===== config.mk =====
export PLATFORM = sky130hd
export DESIGN_NAME = mem_stage_ctrl_flat
export DESIGN_NICKNAME = d
export VERILOG_FILES = /design/src/rtl/mem_stage_ctrl_if.sv /design/src/rtl/mem_stage_ctrl.sv /design/src/flat_wrapper.sv
export SDC_FILE = /design/constraint.sdc
export NUM_CORES = 1
export LEC_CHECK = 0
export ABC_AREA = 1
export CORE_UTILIZATION = 34
export DETAILED_ROUTE_END_ITERATION = 12
export PLACE_DENSITY = 0.78
export SLEW_MARGIN = 5
export SYNTH_ARGS = -nofsm -noshare
export SYNTH_HDL_FRONTEND = slang
export SYNTH_SLANG_ARGS = --single-unit

===== constraint.sdc =====
create_clock -name clk -period 1.76 [get_ports clk]
set_input_delay 0.352 -clock clk [delete_from_list [all_inputs] [get_ports clk]]
set_output_delay 0.352 -clock clk [all_outputs]
set_load 0.005 [all_outputs]

===== src/rtl/mem_stage_ctrl_if.sv =====
// Data-memory bus between the MEM stage controller (master) and data memory (slave).
interface mem_stage_ctrl_if;
    logic        dmem_req;
    logic        dmem_we;
    logic [31:0] dmem_addr;
    logic [3:0]  dmem_be;
    logic [31:0] dmem_wdata;
    logic        dmem_ack;
    logic [31:0] dmem_rdata;

    modport master (
        output dmem_req, dmem_we, dmem_addr, dmem_be, dmem_wdata,
        input  dmem_ack, dmem_rdata
    );

    modport slave (
        input  dmem_req, dmem_we, dmem_addr, dmem_be, dmem_wdata,
        output dmem_ack, dmem_rdata
    );
endinterface


===== src/rtl/mem_stage_ctrl.sv =====
// MEM stage controller: turns EX/MEM load/store requests into data-memory bus
// transactions (IDLE -> REQ -> DONE), stalls the pipeline while the bus is busy,
// formats load data and reports alignment / bus-timeout exceptions.
module mem_stage_ctrl (
    input  logic                    clk,
    input  logic                    reset,
    input  logic [31:0]             EX_MEM_ALU_result_data,
    input  logic [31:0]             EX_MEM_Memory_Write_data_data,
    input  logic                    EX_MEM_MemRead_data,
    input  logic                    EX_MEM_MemWrite_data,
    input  logic [1:0]              EX_MEM_StoreType_data,
    input  logic [2:0]              EX_MEM_LoadType_data,
    input  logic [1:0]              EX_MEM_ExcCode_data,
    mem_stage_ctrl_if.master        dmem,
    output logic                    MEM_Stall,
    output logic [31:0]             MEM_Load_data,
    output logic [1:0]              MEM_ExcCode
);

    localparam logic [1:0] S_IDLE = 2'd0;
    localparam logic [1:0] S_REQ  = 2'd1;
    localparam logic [1:0] S_DONE = 2'd2;

    // Last ack-less REQ cycle count value: abort after the 15th REQ cycle.
    localparam logic [3:0] TMO_LAST = 4'd14;

    logic [1:0]  r_state;
    logic [1:0]  w_next;
    logic [3:0]  r_cnt;
    logic        r_tmo;
    logic [31:0] r_load;

    logic [1:0]  w_off;
    logic        w_is_ld;
    logic        w_align;
    logic        w_mem_op;
    logic        w_access;
    logic        w_misal;
    logic        w_in_req;
    logic [3:0]  w_be;
    logic [31:0] w_wdata;
    logic [7:0]  w_byte;
    logic [15:0] w_half;
    logic [31:0] w_load_fmt;

    assign w_off    = EX_MEM_ALU_result_data[1:0];
    assign w_is_ld  = EX_MEM_MemRead_data & ~EX_MEM_MemWrite_data;
    assign w_mem_op = (EX_MEM_MemRead_data | EX_MEM_MemWrite_data) & (EX_MEM_ExcCode_data == 2'b00);
    assign w_access = w_mem_op & w_align;
    assign w_misal  = w_mem_op & ~w_align;
    assign w_in_req = (r_state == S_REQ);

    // Alignment check by access size; a store decides the size when both are set.
    always_comb begin
        w_align = (w_off == 2'b00);
        if (EX_MEM_MemWrite_data) begin
            case (EX_MEM_StoreType_data)
                2'b01:   w_align = ~w_off[0];
                2'b10:   w_align = 1'b1;
                default: w_align = (w_off == 2'b00);
            endcase
        end else begin
            case (EX_MEM_LoadType_data)
                3'b001, 3'b010: w_align = ~w_off[0];
                3'b011, 3'b100: w_align = 1'b1;
                default:        w_align = (w_off == 2'b00);
            endcase
        end
    end

    // Byte lanes and replicated write data for the store width; loads read the full word.
    always_comb begin
        w_be    = 4'b1111;
        w_wdata = EX_MEM_Memory_Write_data_data;
        case (EX_MEM_StoreType_data)
            2'b01: w_wdata = {2{EX_MEM_Memory_Write_data_data[15:0]}};
            2'b10: w_wdata = {4{EX_MEM_Memory_Write_data_data[7:0]}};
            default: ;
        endcase
        if (EX_MEM_MemWrite_data) begin
            case (EX_MEM_StoreType_data)
                2'b01:   w_be = w_off[1] ? 4'b1100 : 4'b0011;
                2'b10:   w_be = 4'b0001 << w_off;
                default: w_be = 4'b1111;
            endcase
        end
    end

    // Lane select and sign/zero extension of the returned word.
    always_comb begin
        case (w_off)
            2'b00:   w_byte = dmem.dmem_rdata[7:0];
            2'b01:   w_byte = dmem.dmem_rdata[15:8];
            2'b10:   w_byte = dmem.dmem_rdata[23:16];
            default: w_byte = dmem.dmem_rdata[31:24];
        endcase
        w_half = w_off[1] ? dmem.dmem_rdata[31:16] : dmem.dmem_rdata[15:0];
        case (EX_MEM_LoadType_data)
            3'b001:  w_load_fmt = {{16{w_half[15]}}, w_half};
            3'b010:  w_load_fmt = {16'h0000, w_half};
            3'b011:  w_load_fmt = {{24{w_byte[7]}}, w_byte};
            3'b100:  w_load_fmt = {24'h000000, w_byte};
            default: w_load_fmt = dmem.dmem_rdata;
        endcase
    end

    // Next-state: ack wins over the timeout in the final REQ cycle.
    always_comb begin
        w_next = r_state;
        case (r_state)
            S_IDLE:  if (w_access) w_next = S_REQ;
            S_REQ:   if (dmem.dmem_ack || (r_cnt == TMO_LAST)) w_next = S_DONE;
            S_DONE:  w_next = S_IDLE;
            default: w_next = S_IDLE;
        endcase
    end

    // State register.
    always_ff @(posedge clk or negedge reset) begin
        if (!reset) r_state <= S_IDLE;
        else        r_state <= w_next;
    end

    // Timeout counter/flag: cleared while idle, so every REQ entry starts from zero.
    always_ff @(posedge clk or negedge reset) begin
        if (!reset) begin
            r_cnt <= 4'd0;
            r_tmo <= 1'b0;
        end else begin
            case (r_state)
                S_IDLE: begin
                    r_cnt <= 4'd0;
                    r_tmo <= 1'b0;
                end
                S_REQ: if (!dmem.dmem_ack) begin
                    r_cnt <= r_cnt + 4'd1;
                    if (r_cnt == TMO_LAST) r_tmo <= 1'b1;
                end
                default: r_tmo <= 1'b0;
            endcase
        end
    end

    // Load result captured only on an acked load; held otherwise.
    always_ff @(posedge clk or negedge reset) begin
        if (!reset)                                    r_load <= 32'h0;
        else if (w_in_req && dmem.dmem_ack && w_is_ld) r_load <= w_load_fmt;
    end

    assign dmem.dmem_req   = w_in_req;
    assign dmem.dmem_we    = w_in_req & EX_MEM_MemWrite_data;
    assign dmem.dmem_be    = w_in_req ? w_be : 4'b0000;
    assign dmem.dmem_addr  = {EX_MEM_ALU_result_data[31:2], 2'b00};
    assign dmem.dmem_wdata = w_wdata;

    // Stall is masked by reset so it drops immediately, without waiting for a clock.
    assign MEM_Stall     = reset & (((r_state == S_IDLE) & w_access) | w_in_req);
    assign MEM_Load_data = r_load;

    // Exception priority: upstream, then misalignment (idle only), then timeout in DONE.
    always_comb begin
        MEM_ExcCode = 2'b00;
        if (EX_MEM_ExcCode_data != 2'b00)
            MEM_ExcCode = EX_MEM_ExcCode_data;
        else if (reset && (r_state == S_IDLE) && w_misal)
            MEM_ExcCode = EX_MEM_MemWrite_data ? 2'b10 : 2'b01;
        else if ((r_state == S_DONE) && r_tmo)
            MEM_ExcCode = 2'b11;
    end

endmodule


===== src/flat_wrapper.sv =====
// flat-port wrapper written by rule: the top's interface ports become plain ports
module mem_stage_ctrl_flat 
  (clk, reset, EX_MEM_ALU_result_data, EX_MEM_Memory_Write_data_data, EX_MEM_MemRead_data, EX_MEM_MemWrite_data, EX_MEM_StoreType_data, EX_MEM_LoadType_data, EX_MEM_ExcCode_data, MEM_Stall, MEM_Load_data, MEM_ExcCode, dmem_dmem_req, dmem_dmem_we, dmem_dmem_addr, dmem_dmem_be, dmem_dmem_wdata, dmem_dmem_ack, dmem_dmem_rdata);
  mem_stage_ctrl_if dmem_i ();
  input  logic clk;
  input  logic reset;
  input  logic [31:0] EX_MEM_ALU_result_data;
  input  logic [31:0] EX_MEM_Memory_Write_data_data;
  input  logic EX_MEM_MemRead_data;
  input  logic EX_MEM_MemWrite_data;
  input  logic [1:0] EX_MEM_StoreType_data;
  input  logic [2:0] EX_MEM_LoadType_data;
  input  logic [1:0] EX_MEM_ExcCode_data;
  output logic MEM_Stall;
  output logic [31:0] MEM_Load_data;
  output logic [1:0] MEM_ExcCode;
  output wire logic [$bits(dmem_i.dmem_req)-1:0] dmem_dmem_req;
  output wire logic [$bits(dmem_i.dmem_we)-1:0] dmem_dmem_we;
  output wire logic [$bits(dmem_i.dmem_addr)-1:0] dmem_dmem_addr;
  output wire logic [$bits(dmem_i.dmem_be)-1:0] dmem_dmem_be;
  output wire logic [$bits(dmem_i.dmem_wdata)-1:0] dmem_dmem_wdata;
  input wire logic [$bits(dmem_i.dmem_ack)-1:0] dmem_dmem_ack;
  input wire logic [$bits(dmem_i.dmem_rdata)-1:0] dmem_dmem_rdata;
  assign dmem_dmem_req = dmem_i.dmem_req;
  assign dmem_dmem_we = dmem_i.dmem_we;
  assign dmem_dmem_addr = dmem_i.dmem_addr;
  assign dmem_dmem_be = dmem_i.dmem_be;
  assign dmem_dmem_wdata = dmem_i.dmem_wdata;
  assign dmem_i.dmem_ack = dmem_dmem_ack;
  assign dmem_i.dmem_rdata = dmem_dmem_rdata;
  mem_stage_ctrl u_core (.clk(clk), .reset(reset), .EX_MEM_ALU_result_data(EX_MEM_ALU_result_data), .EX_MEM_Memory_Write_data_data(EX_MEM_Memory_Write_data_data), .EX_MEM_MemRead_data(EX_MEM_MemRead_data), .EX_MEM_MemWrite_data(EX_MEM_MemWrite_data), .EX_MEM_StoreType_data(EX_MEM_StoreType_data), .EX_MEM_LoadType_data(EX_MEM_LoadType_data), .EX_MEM_ExcCode_data(EX_MEM_ExcCode_data), .dmem(dmem_i), .MEM_Stall(MEM_Stall), .MEM_Load_data(MEM_Load_data), .MEM_ExcCode(MEM_ExcCode));
endmodule

Word-level counts from Yosys, hierarchy flattened
Cells that the tools add are included.
{"block": "classes", "addsub": 1, "n_mul": 0, "div": 0, "n_lt_le_gt_ge": 0, "n_eq_ne": 15, "shifts": 1, "n_mux": 23, "bitwise_logic": 12, "reduce_logical": 16}
{"cell": "32-bit one-hot mux with 4 select lines", "count": 1}
{"cell": "32-bit one-hot mux with 2 select lines", "count": 1}
{"cell": "8-bit one-hot mux with 3 select lines", "count": 1}
{"cell": "16-bit two-way mux", "count": 1}
{"cell": "4-bit two-way mux", "count": 4}
{"cell": "4-bit one-hot mux with 2 select lines", "count": 2}
{"cell": "2-bit two-way mux", "count": 6}
{"cell": "1-bit AND", "count": 7}
{"cell": "2-bit by 1-bit == test with 1-bit output (second input constant)", "count": 3}
{"cell": "2-bit == test (second input constant)", "count": 3}
{"cell": "3-bit by 2-bit == test with 1-bit output (second input constant)", "count": 2}
{"cell": "2-bit logical NOT", "count": 3}
{"cell": "2-bit != test (second input constant)", "count": 3}
{"cell": "2-bit AND reduction", "count": 3}
{"cell": "1-bit logical AND", "count": 5}
{"cell": "4-bit by 1-bit adder with 4-bit output (second input constant)", "count": 1}
{"cell": "4-bit == test (second input constant)", "count": 1}
{"cell": "1-bit two-way mux", "count": 4}
{"cell": "1-bit one-hot mux with 2 select lines", "count": 2}
{"cell": "2-bit one-hot mux with 2 select lines", "count": 1}
{"cell": "2-bit nonzero test", "count": 2}
{"cell": "2-bit OR reduction", "count": 2}
{"cell": "1-bit by 2-bit left shift with 4-bit output (first input constant)", "count": 1}
{"cell": "3-bit by 1-bit == test with 1-bit output (second input constant)", "count": 1}
{"cell": "5 further kinds", "count": 8}
{"block": "word_totals", "ff_bits": 39, "latchBits": 0, "mem_bits_rw": 0, "romBits": 0, "elab_cells": 72, "memories": 0}

Depth between registers and ports, before layout
Gate-level depths: netlist of run 1.
{"block": "logic_depth", "depth_word": 9, "mapped_depth": 10, "depth_no_buf": 9}

Worst setup path after synthesis of run 1
OpenSTA, ideal clock, no wires.
{"block": "synth_path", "path_type": "input to output", "startpoint": "in EX_MEM_StoreType_data[0]", "endpoint": "out MEM_Stall", "arrival_time_ns": 1.390, "t_required_ns": 1.408, "path_slack_ns": 0.018, "path_stages": 8, "path_cell_list": "inv_1 ha_1 buf_2 clkinv_1 nand3_1 a21oi_1 nand2_1 a21oi_1"}
{"block": "synth_via", "elab_chain_len": 7, "word_cells_on_any_way": 8, "cone_classes": "2 x eq/ne; 2 x mux; 4 x bitwise"}
{"item": "from (decl)", "line": "flat_wrapper.sv:11", "source": "input logic [1:0] EX_MEM_StoreType_data;"}
{"item": "2-bit == test / 2-bit by 1-bit == test with 1-bit output (equally long branches)", "line": "mem_stage_ctrl.sv:57", "source": "case (EX_MEM_StoreType_data)"}
{"item": "1-bit one-hot mux with 2 select lines *", "line": "mem_stage_ctrl.sv:57"}
{"item": "1-bit two-way mux *", "line": "mem_stage_ctrl.sv:56", "source": "if (EX_MEM_MemWrite_data) begin"}
{"item": "1-bit AND *", "line": "mem_stage_ctrl.sv:49", "source": "assign w_access = w_mem_op & w_align;"}
{"item": "1-bit AND *", "line": "mem_stage_ctrl.sv:157", "source": "assign MEM_Stall = reset & (((r_state == S_IDLE) & w_access) | w_in_req);"}
{"item": "1-bit OR *", "line": "mem_stage_ctrl.sv:157"}
{"item": "1-bit AND *", "line": "mem_stage_ctrl.sv:157"}
{"item": "to (decl)", "line": "flat_wrapper.sv:14", "source": "output logic MEM_Stall;"}
Mark *: on every way between the ends. The rest lies on a longest branch, timed or not.

Worst setup path in the final report of run 1
{"block": "layout_path", "startpoint": "in EX_MEM_StoreType_data[0]", "endpoint": "out dmem_dmem_wdata[25]"}
{"block": "layout_via", "elab_chain_len": 2, "word_cells_on_any_way": 3, "cone_classes": "2 x eq/ne; 1 x mux"}
{"item": "2-bit == test / 2-bit by 1-bit == test with 1-bit output (equally long branches)", "line": "mem_stage_ctrl.sv:75", "source": "case (EX_MEM_StoreType_data)"}
{"item": "32-bit one-hot mux with 2 select lines *", "line": "mem_stage_ctrl.sv:75"}
{"item": "to (decl)", "line": "flat_wrapper.sv:21", "source": "output wire logic [$bits(dmem_i.dmem_wdata)-1:0] dmem_dmem_wdata;"}
Marked as above.

==> report_table.html, run 1 <==
<table>
<tr><th>Metric</th><th>Value</th></tr>
<tr><th colspan="2">Run status</th></tr>
<tr><td>Result of the run</td><td>finished, violations left</td></tr>
<tr><td>Violated checks</td><td>setup timing</td></tr>
<tr><th colspan="2">Floorplanning</th></tr>
<tr><td>Vertical die dimension</td><td>103 um</td></tr>
<tr><td>Number of standard-cell rows in the floorplan</td><td>36</td></tr>
<tr><td>Area of the placeable core</td><td>0.00977 mm2</td></tr>
<tr><td>Width of the chip</td><td>approximately 100 um</td></tr>
<tr><td>Die Outline Area</td><td>between 0.01 and 0.015 mm2</td></tr>
<tr><td>Starting Density</td><td>0.351</td></tr>
<tr><td>Boundary pin count</td><td>213</td></tr>
<tr><th colspan="2">Global route</th></tr>
<tr><td>Via count of the first global-routing pass</td><td>3953</td></tr>
<tr><td>Maximum number of pins on one net before global-route repair</td><td>40</td></tr>
<tr><td>Number of antenna violations at the first check in global routing</td><td>0</td></tr>
<tr><td>Wire length of the first global-routing pass</td><td>19.4 mm</td></tr>
<tr><td>Congestion Overflow GR</td><td>0</td></tr>
<tr><td>Overall routing resource usage</td><td>0.238</td></tr>
<tr><th colspan="2">Cells and area</th></tr>
<tr><td>Area growth from synthesis to final layout</td><td>60.2%</td></tr>
<tr><td>Share of the core filled with cells</td><td>0.563</td></tr>
<tr><td>Net total in the final layout</td><td>834</td></tr>
<tr><td>Diode count</td><td>0</td></tr>
<tr><td>Design area</td><td>between 0.005 and 0.006 mm2</td></tr>
<tr><td>Fraction of final layout cells sized beyond drive strength 1</td><td>0.280</td></tr>
<tr><th colspan="2">Logic synthesis</th></tr>
<tr><td>Share of the synthesized area in the top cell type</td><td>0.284</td></tr>
<tr><td>Post-Synthesis Mean Instance Area</td><td>slightly above 6 um2</td></tr>
<tr><td>Post-synthesis instance area</td><td>0.00343 mm2</td></tr>
<tr><td>Cell variety after synth</td><td>33</td></tr>
<tr><td>Cells taking the most area after synthesis</td><td>sky130_fd_sc_hd__dfrtp_1 28%, sky130_fd_sc_hd__nand2_1 20%, sky130_fd_sc_hd__buf_4 9.8%</td></tr>
<tr><td>Mapped Cells</td><td>558</td></tr>
<tr><td>Register bit count reported by yosys</td><td>39</td></tr>
<tr><td>Sequential-to-total area share from yosys stat</td><td>0.284</td></tr>
<tr><td>Post-synth top area cell</td><td>sky130_fd_sc_hd__dfrtp_1</td></tr>
<tr><td>Count of warnings emitted by yosys</td><td>0</td></tr>
<tr><th colspan="2">Power and ir drop</th></tr>
<tr><td>Peak ir drop on the vdd network</td><td>0.433 mV</td></tr>
<tr><td>Final total power</td><td>4.08 mW</td></tr>
<tr><td>P_leak</td><td>2.71 nW</td></tr>
<tr><td>Power density over the cells</td><td>741 mW/mm2</td></tr>
<tr><th colspan="2">STA</th></tr>
<tr><td>Fin Setup TNS</td><td>-0.857 ns</td></tr>
<tr><td>Layout Skew</td><td>0.00474 ns</td></tr>
<tr><td>Maximum frequency from static timing analysis</td><td>around 0.53 GHz</td></tr>
<tr><td>Smallest setup slack after layout</td><td>-0.110 ns</td></tr>
<tr><td>Hold violation count in the final report</td><td>0</td></tr>
<tr><td>Final Setup Violations</td><td>19</td></tr>
<tr><td>Min Clock Period, post-route</td><td>about 1.9 ns</td></tr>
<tr><td>Part of the cycle the worst path needs</td><td>1.06</td></tr>
<tr><td>RSZ-0062 raised after global routing</td><td>yes</td></tr>
<tr><td>Count of pins over their slew limit</td><td>0</td></tr>
<tr><th colspan="2">Clocking</th></tr>
<tr><td>CTS Buf Count</td><td>5</td></tr>
<tr><td>H-tree level count</td><td>2</td></tr>
<tr><td>Buffer levels on the longest clock path</td><td>2</td></tr>
<tr><td>Clock slew seen by the registers of the worst setup and hold paths</td><td>0.08 ns</td></tr>
<tr><td>Quantity of hold-fixing buffers added after cts</td><td>0</td></tr>
<tr><td>Clock sink total</td><td>39</td></tr>
<tr><td>Cell chosen for the clock root</td><td>sky130_fd_sc_hd__clkbuf_8</td></tr>
<tr><td>Clock tree from TritonCTS</td><td>yes</td></tr>
<tr><td>Clk Latency, worst-skew pair</td><td>0.29 ns</td></tr>
<tr><th colspan="2">Routing</th></tr>
<tr><td>Detail Route Antenna Nets</td><td>0</td></tr>
<tr><td>Initial drt markers</td><td>164</td></tr>
<tr><td>Total Wirelength</td><td>~13 mm</td></tr>
<tr><td>Vias post-DR</td><td>4093</td></tr>
<tr><td>Number of detailed-route iterations in the first pass</td><td>4</td></tr>
<tr><td>Number of vias per cell</td><td>approximately 4.8</td></tr>
<tr><td>DRC violations left</td><td>0</td></tr>
<tr><td>Average wire length per cell after detail routing</td><td>14.7 um</td></tr>
<tr><th colspan="2">Placement</th></tr>
<tr><td>Detailed-placement wirelength estimate</td><td>9.45 mm</td></tr>
<tr><td>RePlAce Congestion</td><td>roughly 0.88</td></tr>
<tr><td>Placed inst area</td><td>0.00506 mm2</td></tr>
<tr><td>Port Buffers</td><td>150</td></tr>
<tr><th colspan="2">Job</th></tr>
<tr><td>MaxCap Viol Count</td><td>0</td></tr>
<tr><th colspan="2">Worst hold path</th></tr>
<tr><td>Worst hold path class</td><td>input port to asynchronous set/reset pin</td></tr>
<tr><th colspan="2">Critical path</th></tr>
<tr><td>CP Capture Type</td><td>primary output</td></tr>
<tr><td>Worst Path Max Fanout</td><td>7</td></tr>
<tr><td>Crit path required time</td><td>1.41 ns</td></tr>
<tr><td>Kind of cell with the highest combined delay on the critical path</td><td>buffers and inverters</td></tr>
<tr><td>Slowest stage cell, crit path</td><td>sky130_fd_sc_hd__ha_4</td></tr>
<tr><td>Chain of cells forming the critical path</td><td>buf_8 &gt; inv_4 &gt; ha_4 &gt; clkinv_4 &gt; buf_12 &gt; nand2_4 &gt; nor2_2 &gt; a21oi_2 &gt; buf_4 &gt; nand2_1 &gt; buf_2</td></tr>
<tr><td>Kind of launch point of the worst setup path</td><td>input port</td></tr>
<tr><td>Worst Path Class, Setup</td><td>input port to primary output</td></tr>
<tr><td>Maximum single-stage delay on the critical path</td><td>0.29 ns</td></tr>
<tr><td>Crit path buffers/inverters</td><td>6</td></tr>
<tr><td>Endpoint arrival time on the critical path</td><td>1.52 ns</td></tr>
</table>
registers in the layout, summed over array words and instances, names as in the netlist:
| register | count |
|---|---|
| u_core.MEM_Load_data | 32 |
| u_core.r_cnt | 4 |
| u_core.r_state | 2 |
| u_core.r_tmo | 1 |
power breakdown:
| group | internal [mW] | switching, mW |
|---|---|---|
| registers | 1.20 | 0.189 |
| clock network | 0.308 | 0.310 |
| logic | 1.19 | 0.876 |
| total | 2.70 | 1.37 |
final cells by class:
cell class	count	area [um2]
Clock buffer	6	82.6
Multi-Input combinational cell	421	2160
Fill cell	984	4270
Clock inverter	1	5.00
Sequential cell	39	976
Timing Repair Buffer	217	1960
Inverter	38	155
Tap cell	133	166
kinds of logic (layout without fill, tap and decap cells):
logic type               Yosys count  in the layout  share of synthesized area
AND/OR/NAND/NOR                  357            357                      0.446
buffers and inverters             99            262                      0.166
AO/OA/AOI/OAI                     57             57                     0.0860
flip-flops                        39             39                      0.284
adder cells (fa/ha/maj)            4              4                     0.0146
other                              1              2                    0.00109
XOR/XNOR                           1              1                    0.00255
per-stage QoR:
stage / hold slack [ns] / std cells / setup WS [ns]
finish: 0.197 / 855 / -0.110
global route: 0.237 / 855 / -0.152
CTS: 0.214 / 851 / -0.0788
detailed placement: 0.469 / 826 / -1.00
global placement: 0.465 / 826 / -0.927
floorplan: 0.0564 / 559 / 0.0176
cell usage after synthesis, drive strengths merged:
| cell type | number |
|---|---|
| dfrtp | 39 |
| clkbuf | 6 |
| a21oi | 32 |
| o21ai | 21 |
| xor2 | 1 |
| nand4 | 1 |
| o211ai | 1 |
| nor2 | 113 |
| conb | 1 |
| clkinv | 2 |
| o21a | 1 |
| o22ai | 1 |
| and3 | 1 |
| nand2 | 190 |
| or2 | 2 |
| nor3 | 2 |
| ha | 4 |
| a32oi | 1 |
| inv | 36 |
| buf | 55 |
| nand3 | 48 |
worst paths after layout:
| check | endpoint | cells after the start | slack (ns) | start |
|---|---|---|---|---|
| setup / recovery | dmem_dmem_wdata[25] | 11 | -0.11 | EX_MEM_StoreType_data[0] |
| hold / removal | u_core.MEM_Load_data[28] | 2 | 0.20 | reset |
| setup reg to reg | u_core.MEM_Load_data[15] | 10 | 0.11 | u_core.r_state[0] |
| hold reg to reg | u_core.MEM_Load_data[12] | 2 | 0.49 | u_core.MEM_Load_data[12] |
| max in group asynchronous | u_core.r_state[1] | 2 | 1.21 | reset |
| min in group clk | u_core.MEM_Load_data[12] | 2 | 0.49 | u_core.MEM_Load_data[12] |
placed cells by master (no fill, tap or decap), types with 14 or more instances in the layout:
cell                                n
sky130_fd_sc_hd__dlygate4sd2_1     15
sky130_fd_sc_hd__nor2_2            31
sky130_fd_sc_hd__inv_1             27
sky130_fd_sc_hd__nand2_1          174
sky130_fd_sc_hd__a21oi_1           19
sky130_fd_sc_hd__nor2_1            75
sky130_fd_sc_hd__nand3_1           44
sky130_fd_sc_hd__dfrtp_1           39
sky130_fd_sc_hd__clkdlybuf4s50_1   97
sky130_fd_sc_hd__buf_2             29
sky130_fd_sc_hd__buf_4             49
sky130_fd_sc_hd__buf_6             14
layer usage:
metal / part of all wire / up-vias / track usage
li1: - / 2032 / -
met1: 0.42 / 1905 / 0.303
met2: 0.50 / 140 / 0.406
met3: 0.067 / 16 / 0.0529
met4: 0.014 / 0 / 0.0582
met5: 0 / - / 0
worst reg2reg max path: cells and delay by family (launching register included):
kind / cells / cell delay (ns)
simple gates: 4 / 0.51
buf+inv: 6 / 0.61
flops: 1 / 0.43
repair_timing:
| item | CTS | global route |
|---|---|---|
| setup buffers | 18 | 4 |
| pin swaps | 27 | 15 |
| gates resized for setup | 243 | 17 |
| endpoints found under the setup margin | 67 | 33 |
(Power assumes the default switching activity.)
==> run 2: changes to the inputs <==
--- a/config.mk
+++ b/config.mk
@@ -6,6 +6,7 @@
 export NUM_CORES = 1
 export LEC_CHECK = 0
 export ABC_AREA = 1
+export CAP_MARGIN = 0
 export CORE_UTILIZATION = 34
 export DETAILED_ROUTE_END_ITERATION = 12
 export PLACE_DENSITY = 0.78
==> results of run 2 <==
Same layout as run 1: the final DEF is identical, and so are final timing and power.
==> run 3: changes to the inputs <==
--- a/config.mk
+++ b/config.mk
@@ -10,6 +10,8 @@
 export CORE_UTILIZATION = 34
 export DETAILED_ROUTE_END_ITERATION = 12
 export PLACE_DENSITY = 0.78
+export RECOVER_POWER = 25
+export SKIP_CTS_REPAIR_TIMING = 1
 export SLEW_MARGIN = 5
 export SYNTH_ARGS = -nofsm -noshare
 export SYNTH_HDL_FRONTEND = slang
==> report_table.html, run 3 (synthesized netlist as in run 1, its figures left out) <==
<table>
<tr><th>Metric</th><th>Value</th></tr>
<tr><th colspan="2">Power and ir drop</th></tr>
<tr><td>Net load switching power</td><td>1.38 mW (was 1.37 mW)</td></tr>
<tr><td>P_leak</td><td>2.90 nW (was 2.71 nW)</td></tr>
<tr><td>Cell Int Power</td><td>2.71 mW (was 2.70 mW)</td></tr>
<tr><td>Power density over the cells</td><td>728 mW/mm2 (was 741 mW/mm2)</td></tr>
<tr><td>Peak ir drop on the vdd network</td><td>0.411 mV (was 0.433 mV)</td></tr>
<tr><td>Final total power</td><td>4.09 mW (was 4.08 mW)</td></tr>
<tr><td>Sequential share of power</td><td>0.340 (was 0.342)</td></tr>
<tr><td>Sw Ratio</td><td>0.336 (was 0.337)</td></tr>
<tr><td>Portion of total power attributed to combinational logic</td><td>0.510 (was 0.507)</td></tr>
<tr><td>Share of power burned in the clock network</td><td>0.151 (about the same)</td></tr>
<tr><th colspan="2">Critical path</th></tr>
<tr><td>Kind of launch point of the worst setup path</td><td>input port (unchanged)</td></tr>
<tr><td>Slack of the worst reg-to-reg path</td><td>0.15 ns (was 0.11 ns)</td></tr>
<tr><td>Endpoint arrival time on the critical path</td><td>1.52 ns (about the same)</td></tr>
<tr><td>Worst Path Class, Setup</td><td>input port to primary output (unchanged)</td></tr>
<tr><td>CP Capture Type</td><td>primary output (unchanged)</td></tr>
<tr><td>Crit path required time</td><td>1.41 ns (about the same)</td></tr>
<tr><td>Worst Path Max Fanout</td><td>5 (was 7)</td></tr>
<tr><th colspan="2">Routing</th></tr>
<tr><td>Number of vias per cell</td><td>4.81 (was 4.79)</td></tr>
<tr><td>Average wire length per cell after detail routing</td><td>14.9 um (was 14.7 um)</td></tr>
<tr><td>DRC violations left</td><td>0 (unchanged)</td></tr>
<tr><td>Total Wirelength</td><td>12.7 mm (was 12.6 mm)</td></tr>
<tr><td>Detail Route Antenna Nets</td><td>0 (unchanged)</td></tr>
<tr><td>Initial drt markers</td><td>233 (was 164)</td></tr>
<tr><td>Number of detailed-route iterations in the first pass</td><td>5 (was 4)</td></tr>
<tr><td>Vias post-DR</td><td>4095 (was 4093)</td></tr>
<tr><th colspan="2">Global route</th></tr>
<tr><td>Via count of the first global-routing pass</td><td>3809 (was 3953)</td></tr>
<tr><td>Maximum number of pins on one net before global-route repair</td><td>40 (unchanged)</td></tr>
<tr><td>Congestion Overflow GR</td><td>0 (unchanged)</td></tr>
<tr><td>Wire length of the first global-routing pass</td><td>18.4 mm (was 19.4 mm)</td></tr>
<tr><td>Number of antenna violations at the first check in global routing</td><td>0 (unchanged)</td></tr>
<tr><td>Overall routing resource usage</td><td>0.226 (was 0.238)</td></tr>
<tr><th colspan="2">Placement</th></tr>
<tr><td>RePlAce Congestion</td><td>0.876 (unchanged)</td></tr>
<tr><td>Placed cell count</td><td>826 (unchanged)</td></tr>
<tr><td>Port Buffers</td><td>150 (unchanged)</td></tr>
<tr><td>Detailed-placement wirelength estimate</td><td>9.45 mm (unchanged)</td></tr>
<tr><th colspan="2">STA</th></tr>
<tr><td>Worst slew pin tran</td><td>0.952 ns</td></tr>
<tr><td>Hold slack final</td><td>0.468 ns (was 0.197 ns)</td></tr>
<tr><td>RSZ-0062 raised after global routing</td><td>yes (unchanged)</td></tr>
<tr><td>Min Clock Period, post-route</td><td>1.87 ns (about the same)</td></tr>
<tr><td>Worst slew margin relative to its limit</td><td>0.366</td></tr>
<tr><td>Maximum frequency from static timing analysis</td><td>0.534 GHz (was 0.535 GHz)</td></tr>
<tr><td>Final Setup Violations</td><td>25 (was 19)</td></tr>
<tr><td>Layout Skew</td><td>0.00398 ns (was 0.00474 ns)</td></tr>
<tr><td>Count of pins over their slew limit</td><td>0 (unchanged)</td></tr>
<tr><td>Part of the cycle the worst path needs</td><td>1.06 (about the same)</td></tr>
<tr><td>Smallest setup slack after layout</td><td>-0.112 ns (was -0.110 ns)</td></tr>
<tr><td>Fin Setup TNS</td><td>-1.70 ns (was -0.857 ns)</td></tr>
<tr><td>Hold violation count in the final report</td><td>0 (unchanged)</td></tr>
<tr><th colspan="2">Floorplanning</th></tr>
<tr><td>Area of the placeable core</td><td>0.00977 mm2 (unchanged)</td></tr>
<tr><td>Number of standard-cell rows in the floorplan</td><td>36 (unchanged)</td></tr>
<tr><td>Vertical die dimension</td><td>103 um (unchanged)</td></tr>
<tr><td>Boundary pin count</td><td>213 (unchanged)</td></tr>
<tr><td>Width of the chip</td><td>103 um (unchanged)</td></tr>
<tr><td>Die Outline Area</td><td>0.0105 mm2 (unchanged)</td></tr>
<tr><td>Starting Density</td><td>0.351 (unchanged)</td></tr>
<tr><th colspan="2">Cells and area</th></tr>
<tr><td>Net total in the final layout</td><td>831 (was 834)</td></tr>
<tr><td>Flip-flop count of the largest register after layout</td><td>32 (unchanged)</td></tr>
<tr><td>Total of fill cells in the finished design</td><td>943 (was 984)</td></tr>
<tr><td>Layout Cells excl Fill</td><td>852 (was 855)</td></tr>
<tr><td>Fraction of final layout cells sized beyond drive strength 1</td><td>0.270 (was 0.280)</td></tr>
<tr><td>Most common library cell in the layout ignoring fill and taps</td><td>sky130_fd_sc_hd__nand2_1 (unchanged)</td></tr>
<tr><td>Commonest cells after routing, fill and taps aside</td><td>174 x sky130_fd_sc_hd__nand2_1, 98 x sky130_fd_sc_hd__clkdlybuf4s50_1, 76 x sky130_fd_sc_hd__nor2_1, 44 x sky130_fd_sc_hd__nand3_1 (was 174 x sky130_fd_sc_hd__nand2_1, 97 x sky130_fd_sc_hd__clkdlybuf4s50_1, 75 x sky130_fd_sc_hd__nor2_1, 49 x sky130_fd_sc_hd__buf_4, 44 x sky130_fd_sc_hd__nand3_1)</td></tr>
<tr><td>Diode count</td><td>0 (unchanged)</td></tr>
<tr><td>Area growth from synthesis to final layout</td><td>63.6% (was 60.2%)</td></tr>
<tr><th colspan="2">Clocking</th></tr>
<tr><td>Buffer levels on the longest clock path</td><td>2 (unchanged)</td></tr>
<tr><td>Cell chosen for the clock root</td><td>sky130_fd_sc_hd__clkbuf_8 (unchanged)</td></tr>
<tr><td>Clock sink total</td><td>39 (unchanged)</td></tr>
<tr><td>Clock tree from TritonCTS</td><td>yes (unchanged)</td></tr>
<tr><td>CTS Buf Count</td><td>5 (unchanged)</td></tr>
<tr><td>H-tree level count</td><td>2 (unchanged)</td></tr>
<tr><td>Clock slew seen by the registers of the worst setup and hold paths</td><td>0.08 ns (about the same)</td></tr>
<tr><td>Clk Latency, worst-skew pair</td><td>0.28 ns (was 0.29 ns)</td></tr>
<tr><th colspan="2">Run status</th></tr>
<tr><td>Result of the run</td><td>finished, violations left (unchanged)</td></tr>
<tr><td>Violated checks</td><td>setup timing (unchanged)</td></tr>
<tr><th colspan="2">Worst hold path</th></tr>
<tr><td>Worst hold path class</td><td>input port to asynchronous set/reset pin (unchanged)</td></tr>
<tr><th colspan="2">Job</th></tr>
<tr><td>MaxCap Viol Count</td><td>0 (unchanged)</td></tr>
</table>
## run 3: changes by cell type in the layout (fill, tap and decap cells not counted), sizes merged, moves of 2 or more
cell	delta
clkdlybuf4s15	-3
clkbuf	+20
clkinv	-2
dlygate4sd2	-15
dlymetal6s2s	+21
buf	-27
## run 3: final cells by class
| type | count | area, um2 | area share |
|---|---|---|---|
| multi-input cells | 421 | 2190 | 0.390 |
| well taps | 133 | 166 | 0.0296 |
| flip-flops and latches | 39 | 976 | 0.174 |
| repair buffers | 214 | 2040 | 0.363 |
| clock inverters | 1 | 5.00 | 0.000891 |
| inverters | 38 | 158 | 0.0281 |
| clock buffers | 6 | 82.6 | 0.0147 |
## run 3: power groups by stage
stage	logic (mW)	clock network [mW]	registers (mW)
after floorplan	0.770	0	1.41
after global placement	1.91	0	1.39
after detailed placement	1.95	0	1.41
after CTS	1.96	0.629	1.39
after global routing	2.29	0.667	1.43
final	2.08	0.617	1.39
## run 3: through the flow
stage          setup slack (ns)  utilization  area (um2)
6_report                 -0.112        0.575        5620
5_1_grt                  -0.217        0.575        5620
4_1_cts                   -1.01        0.527        5150
3_5_place_dp              -1.00        0.518        5060
3_3_place_gp             -0.927        0.518        5060
2_1_floorplan            0.0176            -        3440
## run 3: metal layers
metal  up-vias  share of wire  GRT usage
li1       2019              -          -
met1      1880           0.42      0.298
met2       169           0.49      0.375
met3        27          0.074     0.0536
met4         0          0.024     0.0484
met5         -              0          0
## run 3: worst max-delay path: stages
cell	delay (ns)
sky130_fd_sc_hd__buf_8	0.08
sky130_fd_sc_hd__inv_4	0.03
sky130_fd_sc_hd__ha_4	0.30
sky130_fd_sc_hd__inv_4	0.05
sky130_fd_sc_hd__buf_6	0.14
sky130_fd_sc_hd__nand2_4	0.09
sky130_fd_sc_hd__nor2_4	0.05
sky130_fd_sc_hd__a21oi_4	0.13
sky130_fd_sc_hd__buf_4	0.14
sky130_fd_sc_hd__nand2_1	0.05
sky130_fd_sc_hd__clkbuf_2	0.11
## run 3: final timing paths
path / endpoint / from / cells past startpoint
worst max-delay path: dmem_dmem_wdata[11] / EX_MEM_StoreType_data[0] / 11
worst min-delay path: u_core.MEM_Load_data[28] / reset / 2
worst max register to register: u_core.MEM_Load_data[15] / u_core.r_state[0] / 10
worst min register to register: u_core.MEM_Load_data[12] / u_core.MEM_Load_data[12] / 2
max in group asynchronous: u_core.r_cnt[1] / reset / 2
min in group clk: u_core.MEM_Load_data[12] / u_core.MEM_Load_data[12] / 2
